File: config.mk
export PLATFORM = sky130hd
export DESIGN_NAME = char_move_ctrl_flat
export DESIGN_NICKNAME = d
export VERILOG_FILES = /design/src/rtl/game_pkg.sv /design/src/rtl/char_move_ctrl_if.sv /design/src/rtl/char_move_ctrl_anim_seq.sv /design/src/rtl/char_move_ctrl.sv /design/src/flat_wrapper.sv
export SDC_FILE = /design/constraint.sdc
export NUM_CORES = 1
export LEC_CHECK = 0
export ABC_AREA = 1
export BUFFER_PORTS_ARGS = -buffer_cell sky130_fd_sc_hd__buf_4
export CORE_ASPECT_RATIO = 1.5
export CORE_MARGIN = 10
export CORE_UTILIZATION = 53
export DETAILED_ROUTE_END_ITERATION = 8
export PLACE_DENSITY = 0.8
export SKIP_LAST_GASP = 1
export SYNTH_ARGS = -nofsm -noshare
export SYNTH_HDL_FRONTEND = slang
export SYNTH_SLANG_ARGS = --single-unit
File: constraint.sdc
create_clock -name Clk -period 2.6 [get_ports Clk]
set_clock_uncertainty 0.15 [all_clocks]
set_input_delay 0.78 -clock Clk [delete_from_list [all_inputs] [get_ports Clk]]
set_output_delay 0.78 -clock Clk [all_outputs]
set_load 0.02 [all_outputs]
File: src/rtl/game_pkg.sv
// Shared types and constants for the player movement controller: directions,
// movement states, USB keycodes and small decode helpers.
package game_pkg;

   typedef enum logic [1:0] {
      DIR_DOWN  = 2'd0,
      DIR_UP    = 2'd1,
      DIR_LEFT  = 2'd2,
      DIR_RIGHT = 2'd3
   } dir_t;

   typedef enum logic [1:0] {
      ST_IDLE,
      ST_TURN,
      ST_STEP,
      ST_BUMP
   } move_state_t;

   localparam logic [7:0] KEY_W     = 8'h1A;
   localparam logic [7:0] KEY_A     = 8'h04;
   localparam logic [7:0] KEY_S     = 8'h16;
   localparam logic [7:0] KEY_D     = 8'h07;
   localparam logic [7:0] KEY_ENTER = 8'h28;
   localparam logic [7:0] KEY_ESC   = 8'h29;

   typedef struct packed {
      logic valid;
      dir_t dir;
   } key_t;

   function automatic key_t decode_key(input logic [7:0] code);
      key_t k;
      k.valid = 1'b1;
      k.dir   = DIR_DOWN;
      case (code)
         KEY_S:   k.dir = DIR_DOWN;
         KEY_W:   k.dir = DIR_UP;
         KEY_A:   k.dir = DIR_LEFT;
         KEY_D:   k.dir = DIR_RIGHT;
         default: k.valid = 1'b0;
      endcase
      return k;
   endfunction

   // Walk cycle 0,1,2,1 indexed by a free-running 2-bit phase.
   function automatic logic [1:0] phase_to_frame(input logic [1:0] phase);
      return (phase == 2'd2) ? 2'd2 : {1'b0, phase[0]};
   endfunction

endpackage

File: src/rtl/char_move_ctrl_if.sv
// Input/output bundle between the keycode/collision path and the movement
// controller; the controller uses the slave side.
interface char_move_ctrl_if #(
   parameter int TILE_PX = 16,
   parameter int MAP_W   = 64,
   parameter int MAP_H   = 64
) ();
   import game_pkg::*;

   logic                       frame_tick;
   logic                       enable;
   logic [7:0]                 keycode;
   logic                       run;
   logic [3:0]                 blocked;

   logic                       moving;
   dir_t                       direction;
   logic [1:0]                 anim_frame;
   logic [$clog2(TILE_PX)-1:0] px_offset;
   logic [$clog2(MAP_W)-1:0]   tile_x;
   logic [$clog2(MAP_H)-1:0]   tile_y;
   logic                       step_done;

   modport master (
      output frame_tick, enable, keycode, run, blocked,
      input  moving, direction, anim_frame, px_offset, tile_x, tile_y, step_done
   );

   modport slave (
      input  frame_tick, enable, keycode, run, blocked,
      output moving, direction, anim_frame, px_offset, tile_x, tile_y, step_done
   );
endinterface

File: src/rtl/char_move_ctrl_anim_seq.sv
// Walk-cycle animation: phase counter advancing every FRAME_TICKS ticks
// (half that when running), mapped to frames 0,1,2,1.
module anim_seq
   import game_pkg::*;
#(
   parameter int FRAME_TICKS = 10
) (
   input  logic       Clk,
   input  logic       Reset,
   input  logic       tick,
   input  logic       active,
   input  logic       run_mode,
   output logic [1:0] frame
);
   localparam int SUBW = $clog2(FRAME_TICKS);
   localparam logic [SUBW-1:0] WALK_LAST = SUBW'(FRAME_TICKS - 1);
   localparam logic [SUBW-1:0] RUN_LAST  = SUBW'(FRAME_TICKS / 2 - 1);

   logic [SUBW-1:0] sub_q;
   logic [SUBW-1:0] last;
   logic [1:0]      phase_q;

   assign last = run_mode ? RUN_LAST : WALK_LAST;

   // >= so a walk-to-run switch mid-phase cannot overshoot the shorter phase.
   always_ff @(posedge Clk) begin
      if (Reset) begin
         sub_q   <= '0;
         phase_q <= '0;
         frame   <= '0;
      end else if (tick) begin
         if (!active) begin
            sub_q   <= '0;
            phase_q <= '0;
            frame   <= '0;
         end else if (sub_q >= last) begin
            sub_q   <= '0;
            phase_q <= phase_q + 2'd1;
            frame   <= phase_to_frame(phase_q + 2'd1);
         end else begin
            sub_q <= sub_q + SUBW'(1);
         end
      end
   end
endmodule

File: src/rtl/char_move_ctrl.sv
// Tile-step movement controller: WASD to whole-tile moves with turn-in-place,
// walk/run speed, collision bump and map-edge clamping; advances once per frame.
module char_move_ctrl
   import game_pkg::*;
#(
   parameter int TILE_PX     = 16,
   parameter int WALK_STEP   = 1,
   parameter int RUN_STEP    = 2,
   parameter int FRAME_TICKS = 10,
   parameter int TURN_TICKS  = 4,
   parameter int BUMP_TICKS  = 16,
   parameter int MAP_W       = 64,
   parameter int MAP_H       = 64,
   parameter int START_X     = 0,
   parameter int START_Y     = 0
) (
   input logic             Clk,
   input logic             Reset,
   char_move_ctrl_if.slave bus
);
   localparam int PXW  = $clog2(TILE_PX);
   localparam int SW   = PXW + 1;
   localparam int XW   = $clog2(MAP_W);
   localparam int YW   = $clog2(MAP_H);
   localparam int CMAX = (TURN_TICKS > BUMP_TICKS) ? TURN_TICKS : BUMP_TICKS;
   localparam int CW   = $clog2(CMAX + 1);

   localparam logic [SW-1:0] TILE_S    = SW'(TILE_PX);
   localparam logic [SW-1:0] WALK_S    = SW'(WALK_STEP);
   localparam logic [SW-1:0] RUN_S     = SW'(RUN_STEP);
   localparam logic [CW-1:0] TURN_LAST = CW'(TURN_TICKS - 1);
   localparam logic [CW-1:0] BUMP_LAST = CW'(BUMP_TICKS - 1);
   localparam logic [XW-1:0] X_MAX     = XW'(MAP_W - 1);
   localparam logic [YW-1:0] Y_MAX     = YW'(MAP_H - 1);
   localparam logic [XW-1:0] X_START   = XW'(START_X);
   localparam logic [YW-1:0] Y_START   = YW'(START_Y);

   if (TILE_PX % WALK_STEP != 0) begin : g_bad_walk
      $error("TILE_PX must be a multiple of WALK_STEP");
   end
   if (TILE_PX % RUN_STEP != 0) begin : g_bad_run
      $error("TILE_PX must be a multiple of RUN_STEP");
   end
   if (FRAME_TICKS < 2) begin : g_bad_frame
      $error("FRAME_TICKS must be at least 2");
   end

   move_state_t    state_q, state_n;
   dir_t           dir_q, dir_n;
   logic [PXW-1:0] px_q, px_n;
   logic [XW-1:0]  tx_q, tx_n;
   logic [YW-1:0]  ty_q, ty_n;
   logic [SW-1:0]  spd_q, spd_n;
   logic           run_q, run_n;
   logic [CW-1:0]  cnt_q, cnt_n;
   logic           done_q, done_n;

   key_t           key;
   logic           tick;
   logic [SW-1:0]  px_sum;
   logic [XW-1:0]  tx_step;
   logic [YW-1:0]  ty_step;
   logic           here_blocked;
   logic           next_blocked;
   logic           anim_active;
   logic [1:0]     anim_frame;

   function automatic logic at_edge(input dir_t d, input logic [XW-1:0] x,
                                    input logic [YW-1:0] y);
      logic e;
      case (d)
         DIR_DOWN:  e = (y == Y_MAX);
         DIR_UP:    e = (y == '0);
         DIR_LEFT:  e = (x == '0);
         default:   e = (x == X_MAX);
      endcase
      return e;
   endfunction

   assign key    = decode_key(bus.keycode);
   assign tick   = bus.frame_tick & bus.enable;
   assign px_sum = {1'b0, px_q} + spd_q;

   // Tile one step ahead in the facing direction; becomes the new tile on step completion.
   always_comb begin
      tx_step = tx_q;
      ty_step = ty_q;
      case (dir_q)
         DIR_DOWN:  ty_step = ty_q + YW'(1);
         DIR_UP:    ty_step = ty_q - YW'(1);
         DIR_LEFT:  tx_step = tx_q - XW'(1);
         default:   tx_step = tx_q + XW'(1);
      endcase
   end

   assign here_blocked = bus.blocked[dir_q] | at_edge(dir_q, tx_q, ty_q);
   assign next_blocked = bus.blocked[dir_q] | at_edge(dir_q, tx_step, ty_step);

   always_comb begin
      state_n = state_q;
      dir_n   = dir_q;
      px_n    = px_q;
      tx_n    = tx_q;
      ty_n    = ty_q;
      spd_n   = spd_q;
      run_n   = run_q;
      cnt_n   = cnt_q;
      done_n  = 1'b0;
      if (tick) begin
         case (state_q)
            ST_IDLE: begin
               if (key.valid) begin
                  if (key.dir != dir_q) begin
                     dir_n   = key.dir;
                     state_n = ST_TURN;
                     cnt_n   = '0;
                  end else if (here_blocked) begin
                     state_n = ST_BUMP;
                     cnt_n   = '0;
                     run_n   = bus.run;
                  end else begin
                     state_n = ST_STEP;
                     px_n    = '0;
                     spd_n   = bus.run ? RUN_S : WALK_S;
                     run_n   = bus.run;
                  end
               end
            end
            ST_TURN: begin
               if (cnt_q == TURN_LAST) begin
                  state_n = ST_IDLE;
                  cnt_n   = '0;
               end else begin
                  cnt_n = cnt_q + CW'(1);
               end
            end
            ST_BUMP: begin
               if (cnt_q == BUMP_LAST) begin
                  state_n = ST_IDLE;
                  cnt_n   = '0;
               end else begin
                  cnt_n = cnt_q + CW'(1);
               end
            end
            default: begin
               if (px_sum >= TILE_S) begin
                  px_n   = '0;
                  tx_n   = tx_step;
                  ty_n   = ty_step;
                  done_n = 1'b1;
                  if (key.valid && key.dir == dir_q && !next_blocked) begin
                     spd_n = bus.run ? RUN_S : WALK_S;
                     run_n = bus.run;
                  end else begin
                     state_n = ST_IDLE;
                  end
               end else begin
                  px_n = px_sum[PXW-1:0];
               end
            end
         endcase
      end
   end

   always_ff @(posedge Clk) begin
      if (Reset) begin
         state_q <= ST_IDLE;
         dir_q   <= DIR_UP;
         px_q    <= '0;
         tx_q    <= X_START;
         ty_q    <= Y_START;
         spd_q   <= '0;
         run_q   <= 1'b0;
         cnt_q   <= '0;
         done_q  <= 1'b0;
      end else begin
         state_q <= state_n;
         dir_q   <= dir_n;
         px_q    <= px_n;
         tx_q    <= tx_n;
         ty_q    <= ty_n;
         spd_q   <= spd_n;
         run_q   <= run_n;
         cnt_q   <= cnt_n;
         done_q  <= done_n;
      end
   end

   // Animation clears on the entry and exit ticks, runs on through step continuations.
   assign anim_active = (state_q == ST_STEP || state_q == ST_BUMP) &&
                        (state_n == ST_STEP || state_n == ST_BUMP);

   anim_seq #(
      .FRAME_TICKS(FRAME_TICKS)
   ) u_anim (
      .Clk      (Clk),
      .Reset    (Reset),
      .tick     (tick),
      .active   (anim_active),
      .run_mode (run_q),
      .frame    (anim_frame)
   );

   assign bus.moving     = (state_q == ST_STEP);
   assign bus.direction  = dir_q;
   assign bus.anim_frame = anim_frame;
   assign bus.px_offset  = px_q;
   assign bus.tile_x     = tx_q;
   assign bus.tile_y     = ty_q;
   assign bus.step_done  = done_q;
endmodule

File: src/flat_wrapper.sv
// flat-port wrapper written by rule: the top's interface ports become plain ports
module char_move_ctrl_flat import game_pkg::*;
#(
   parameter int TILE_PX     = 16,
   parameter int WALK_STEP   = 1,
   parameter int RUN_STEP    = 2,
   parameter int FRAME_TICKS = 10,
   parameter int TURN_TICKS  = 4,
   parameter int BUMP_TICKS  = 16,
   parameter int MAP_W       = 64,
   parameter int MAP_H       = 64,
   parameter int START_X     = 0,
   parameter int START_Y     = 0
)
  (Clk, Reset, bus_frame_tick, bus_enable, bus_keycode, bus_run, bus_blocked, bus_moving, bus_direction, bus_anim_frame, bus_px_offset, bus_tile_x, bus_tile_y, bus_step_done);
  char_move_ctrl_if #(.TILE_PX(TILE_PX), .MAP_W(MAP_W), .MAP_H(MAP_H)) bus_i ();
  input logic Clk;
  input logic Reset;
  input wire logic [$bits(bus_i.frame_tick)-1:0] bus_frame_tick;
  input wire logic [$bits(bus_i.enable)-1:0] bus_enable;
  input wire logic [$bits(bus_i.keycode)-1:0] bus_keycode;
  input wire logic [$bits(bus_i.run)-1:0] bus_run;
  input wire logic [$bits(bus_i.blocked)-1:0] bus_blocked;
  output wire logic [$bits(bus_i.moving)-1:0] bus_moving;
  output wire logic [$bits(bus_i.direction)-1:0] bus_direction;
  output wire logic [$bits(bus_i.anim_frame)-1:0] bus_anim_frame;
  output wire logic [$bits(bus_i.px_offset)-1:0] bus_px_offset;
  output wire logic [$bits(bus_i.tile_x)-1:0] bus_tile_x;
  output wire logic [$bits(bus_i.tile_y)-1:0] bus_tile_y;
  output wire logic [$bits(bus_i.step_done)-1:0] bus_step_done;
  assign bus_i.frame_tick = bus_frame_tick;
  assign bus_i.enable = bus_enable;
  assign bus_i.keycode = bus_keycode;
  assign bus_i.run = bus_run;
  assign bus_i.blocked = bus_blocked;
  assign bus_moving = bus_i.moving;
  assign bus_direction = bus_i.direction;
  assign bus_anim_frame = bus_i.anim_frame;
  assign bus_px_offset = bus_i.px_offset;
  assign bus_tile_x = bus_i.tile_x;
  assign bus_tile_y = bus_i.tile_y;
  assign bus_step_done = bus_i.step_done;
  char_move_ctrl #(.TILE_PX(TILE_PX), .WALK_STEP(WALK_STEP), .RUN_STEP(RUN_STEP), .FRAME_TICKS(FRAME_TICKS), .TURN_TICKS(TURN_TICKS), .BUMP_TICKS(BUMP_TICKS), .MAP_W(MAP_W), .MAP_H(MAP_H), .START_X(START_X), .START_Y(START_Y)) u_core (.Clk(Clk), .Reset(Reset), .bus(bus_i));
endmodule
==> results.json <==
{
  "grt_pass1_wl_microns": 14400,
  "slew-limit-headroom_pct": 63.0,
  "grt_remaining_overflow": 0,
  "pin_count_of_the_biggest_net_entering_global_routing": 24,
  "hold_path_depth": 2,
  "grt_setup_unrepaired": "true",
  "timing.rr.end": "u_core.run_q$_SDFFE_PP0P_",
  "status": "complete, but fails checks",
  "worst-path-max-fanout": 4,
  "synth_flop_cell": "sky130_fd_sc_hd__dfxtp_1",
  "fraction_of_registers_with_async_set_or_reset_after_synthesis_pct": 0,
  "hold_path_startpoint": "u_core.u_anim.phase_q[1]$_SDFFE_PP0P_",
  "maxCapViolations": 0,
  "final_layout_size_suffix_gt1_share_pct": 33.4,
  "finalHoldViolations": 0,
  "detailedRoute.firstIterationViolations": 267,
  "grt_antenna_before_repair": 0,
  "p_per_area_nw_per_um2": 274,
  "route.vias.total": 3485,
  "critPathLaunchType": "register",
  "port_buffers": 38,
  "gp_congestion": 0.926,
  "finalWorstSetupSlack_ns": -0.112,
  "min_period_ns": 2.71,
  "diodes": 0,
  "floorplan.core_area_sq_um": 5490,
  "wl_microns": 8940,
  "cts_max_path_buffers": 2,
  "timing.reg2reg.setup_slack_ns": -0.11,
  "cts_tree": "built",
  "report.power.total_mw": 1.12,
  "initial_utilization_pct": 55.1,
  "drt.antenna.violating_nets": 0,
  "number_of_nets_in_the_layout": 601,
  "io_pins": 39,
  "timing.final.crit_share_pct": 104,
  "timing_worst_setup_path_type": "register to register",
  "yosysWarningCount": 0,
  "route.detailed.wl_per_inst_microns": 14.1,
  "post-place-ws_ns": -0.208,
  "min_to": "u_core.u_anim.phase_q[1]$_SDFFE_PP0P_",
  "std_cell_rows": 33,
  "postSynthAreaPerCell_sq_um": 6.35,
  "synth_edf_count": 0,
  "finalSetupViolCount": 12,
  "cp-end-kind": "register",
  "r2r.worst_path.cells": 21,
  "netlist_instances": 477,
  "final.hold.worst_slack_ns": 0.320,
  "timing.hold.worst.class": "register to register",
  "layout.cell_area.non_filler_sq_um": 4100,
  "synth_cell_type_count": 47,
  "h-tree-depth": 2,
  "grt_util_all_layers_pct": 18.7,
  "drtPass1Iterations": 7,
  "synth_fp_nets": 512,
  "flow.area_growth_from_synthesis_pct": 35.6,
  "synth.cell_area_sq_um": 3030,
  "final.setup.tns_ns": -0.956,
  "die_h_microns": 113,
  "drt_drc_violations_left": 0,
  "drt-vias-per-instance": 5.48,
  "cp_data_required_time_ns": 2.65,
  "cts-root-buf": "sky130_fd_sc_hd__clkbuf_8",
  "slew_violations": 0,
  "detailedPlacementHpwl_microns": 6440,
  "finalCoreUtilization_pct": 74.7,
  "ir_worst_vdd_mv": 0.328,
  "numClockSinks": 37,
  "cts_hold_repair.buffers": 0,
  "cp_data_arrival_time_ns": 2.76,
  "sequential_share_of_the_synthesized_area_pct": 24.5,
  "timing_worst_slew_pin_value_ns": 0.555,
  "violations_in_the_final_reports": "negative setup slack",
  "cts-buffers-inserted": 5,
  "crit-reg2reg-launch": "u_core.bus.direction[0]$_SDFFE_PP1P_",
  "total_leakage_power_nw": 1.96,
  "layout.cells.non_filler": 636,
  "fp.dieArea_sq_um": 9200,
  "numPlacedInstances": 621,
  "via_count_of_the_first_global_routing_pass": 3321,
  "postSynthRegisterBits": 37,
  "max_freq_ghz": 0.369,
  "clk_pin_slew_worst_paths_ns": 0.08,
  "insertion_delay_ns": 0.29,
  "detailed_place.area_sq_um": 3710,
  "dieWidth_microns": 81.7
}
==> timing repair <==
item                       CTS  global route
cloned                       1             0
setup endpoints to repair   15            18
pin swaps                    9             9
hold endpoints to repair     0             0
gates resized for setup     26            34
buffers inserted             2             5
==> where the power goes <==
| group | internal (mW) | switching, mW |
|---|---|---|
| registers | 0.568 | 0.00567 |
| logic | 0.0527 | 0.0759 |
| clock network | 0.211 | 0.211 |
==> layout by cell type (no fill, tap or decap), types with 2 or more instances in the layout <==
master / count
sky130_fd_sc_hd__nand2_1: 129
sky130_fd_sc_hd__buf_4: 86
sky130_fd_sc_hd__inv_1: 55
sky130_fd_sc_hd__nor2_1: 44
sky130_fd_sc_hd__nand3_1: 35
sky130_fd_sc_hd__dfxtp_1: 35
sky130_fd_sc_hd__nand2_2: 21
sky130_fd_sc_hd__a21oi_1: 20
sky130_fd_sc_hd__o21ai_0: 20
sky130_fd_sc_hd__nand3_2: 12
sky130_fd_sc_hd__ha_1: 11
sky130_fd_sc_hd__inv_2: 10
sky130_fd_sc_hd__nor2_2: 6
sky130_fd_sc_hd__ha_4: 6
sky130_fd_sc_hd__clkbuf_8: 6
sky130_fd_sc_hd__nand4_1: 5
sky130_fd_sc_hd__nand2_4: 4
sky130_fd_sc_hd__o21ai_2: 4
sky130_fd_sc_hd__a211oi_1: 4
sky130_fd_sc_hd__xor2_2: 3
sky130_fd_sc_hd__nor3b_2: 3
sky130_fd_sc_hd__xor2_1: 3
sky130_fd_sc_hd__nor3_4: 3
sky130_fd_sc_hd__a21oi_2: 3
sky130_fd_sc_hd__or2_2: 3
sky130_fd_sc_hd__buf_6: 3
sky130_fd_sc_hd__inv_4: 2
sky130_fd_sc_hd__nor3_1: 2
sky130_fd_sc_hd__xnor2_1: 2
sky130_fd_sc_hd__nor3_2: 2
sky130_fd_sc_hd__nor4_1: 2
sky130_fd_sc_hd__nand3_4: 2
sky130_fd_sc_hd__dfxtp_4: 2
==> layer usage <==
| metal | wire [microns] | part of all wire (%) | GRT usage (%) |
|---|---|---|---|
| met5 | 0 | 0 | 0 |
| met2 | 4950 | 55 | 35.4 |
| met3 | 506 | 5.7 | 3.27 |
| met4 | 231 | 2.6 | 6.95 |
| met1 | 3250 | 36 | 19.2 |
==> area by class of cell <==
class                           count  area, sq um
Clock buffer                        7         86.3
Fill cell                         415         1390
Inverter                           68          265
Multi-Input combinational cell    365         2240
Sequential cell                    37          748
Tap cell                           70         87.6
Timing Repair Buffer               89          679
==> flip-flops by register name, indices dropped and copies added (netlist names) <==
name                   cells
u_core.bus.tile_x          6
u_core.bus.tile_y          6
u_core.cnt_q               5
u_core.bus.px_offset       4
u_core.u_anim.sub_q        4
u_core.bus.direction       2
u_core.spd_q               2
u_core.state_q             2
u_core.u_anim.frame        2
u_core.u_anim.phase_q      2
u_core.bus.step_done       1
u_core.run_q               1
==> how the worst max path moves through the flow <==
stage                                              start                                   to  slack [ns]  depth (start not counted)
floorplan           u_core.bus.direction[0]$_SDFFE_PP1P_  u_core.u_anim.sub_q[2]$_SDFFE_PP0P_       0.008                         24
global placement                          bus_keycode[5]  u_core.u_anim.sub_q[0]$_SDFFE_PP0P_       -0.11                         14
detailed placement                        bus_keycode[3]  u_core.u_anim.sub_q[0]$_SDFFE_PP0P_       -0.21                         14
CTS                 u_core.bus.direction[0]$_SDFFE_PP1P_  u_core.u_anim.sub_q[2]$_SDFFE_PP0P_      -0.008                         23
global route        u_core.bus.direction[0]$_SDFFE_PP1P_            u_core.run_q$_SDFFE_PP0P_       -0.28                         25
finish              u_core.bus.direction[0]$_SDFFE_PP1P_            u_core.run_q$_SDFFE_PP0P_       -0.11                         21
==> Yosys cell counts, types with 5 or more instances <==
cell | instances | share of area [%]
sky130_fd_sc_hd__nand2_1 | 144 | 18
sky130_fd_sc_hd__nor2_1 | 46 | 5.7
sky130_fd_sc_hd__ha_1 | 17 | 7.0
sky130_fd_sc_hd__inv_1 | 62 | 7.7
sky130_fd_sc_hd__nand2_2 | 10 | 2.1
sky130_fd_sc_hd__nand3_1 | 44 | 7.3
sky130_fd_sc_hd__a21oi_1 | 20 | 3.3
sky130_fd_sc_hd__dfxtp_1 | 37 | 24
sky130_fd_sc_hd__nand4_1 | 5 | 1.0
sky130_fd_sc_hd__o21ai_0 | 22 | 3.6
==> kinds of logic after synthesis <==
| family | synth area share [%] |
|---|---|
| simple gates | 42.4 |
| buf+inv | 10.3 |
| compound gates | 12.3 |
| flops | 24.5 |
| fa+ha+maj | 7.69 |
| xor+xnor | 2.81 |
==> critical path: stages, from the launching register on <==
cell,delay (ns)
sky130_fd_sc_hd__dfxtp_4,0.37
sky130_fd_sc_hd__buf_4,0.14
sky130_fd_sc_hd__buf_4,0.14
sky130_fd_sc_hd__ha_4,0.19
sky130_fd_sc_hd__buf_6,0.14
sky130_fd_sc_hd__nand2_1,0.07
sky130_fd_sc_hd__nand2_2,0.07
sky130_fd_sc_hd__inv_2,0.05
sky130_fd_sc_hd__nand2_1,0.05
sky130_fd_sc_hd__nand3_2,0.09
sky130_fd_sc_hd__nand2_2,0.07
sky130_fd_sc_hd__nor2_2,0.11
sky130_fd_sc_hd__nand3_1,0.08
sky130_fd_sc_hd__nor2_1,0.13
sky130_fd_sc_hd__nand2_1,0.07
sky130_fd_sc_hd__nand2_1,0.08
sky130_fd_sc_hd__nand2_1,0.06
sky130_fd_sc_hd__nand3_2,0.11
sky130_fd_sc_hd__nand2_2,0.08
sky130_fd_sc_hd__nand2_2,0.09
sky130_fd_sc_hd__nor2_2,0.05
sky130_fd_sc_hd__a211oi_1,0.21
(Power assumes the default switching activity.)
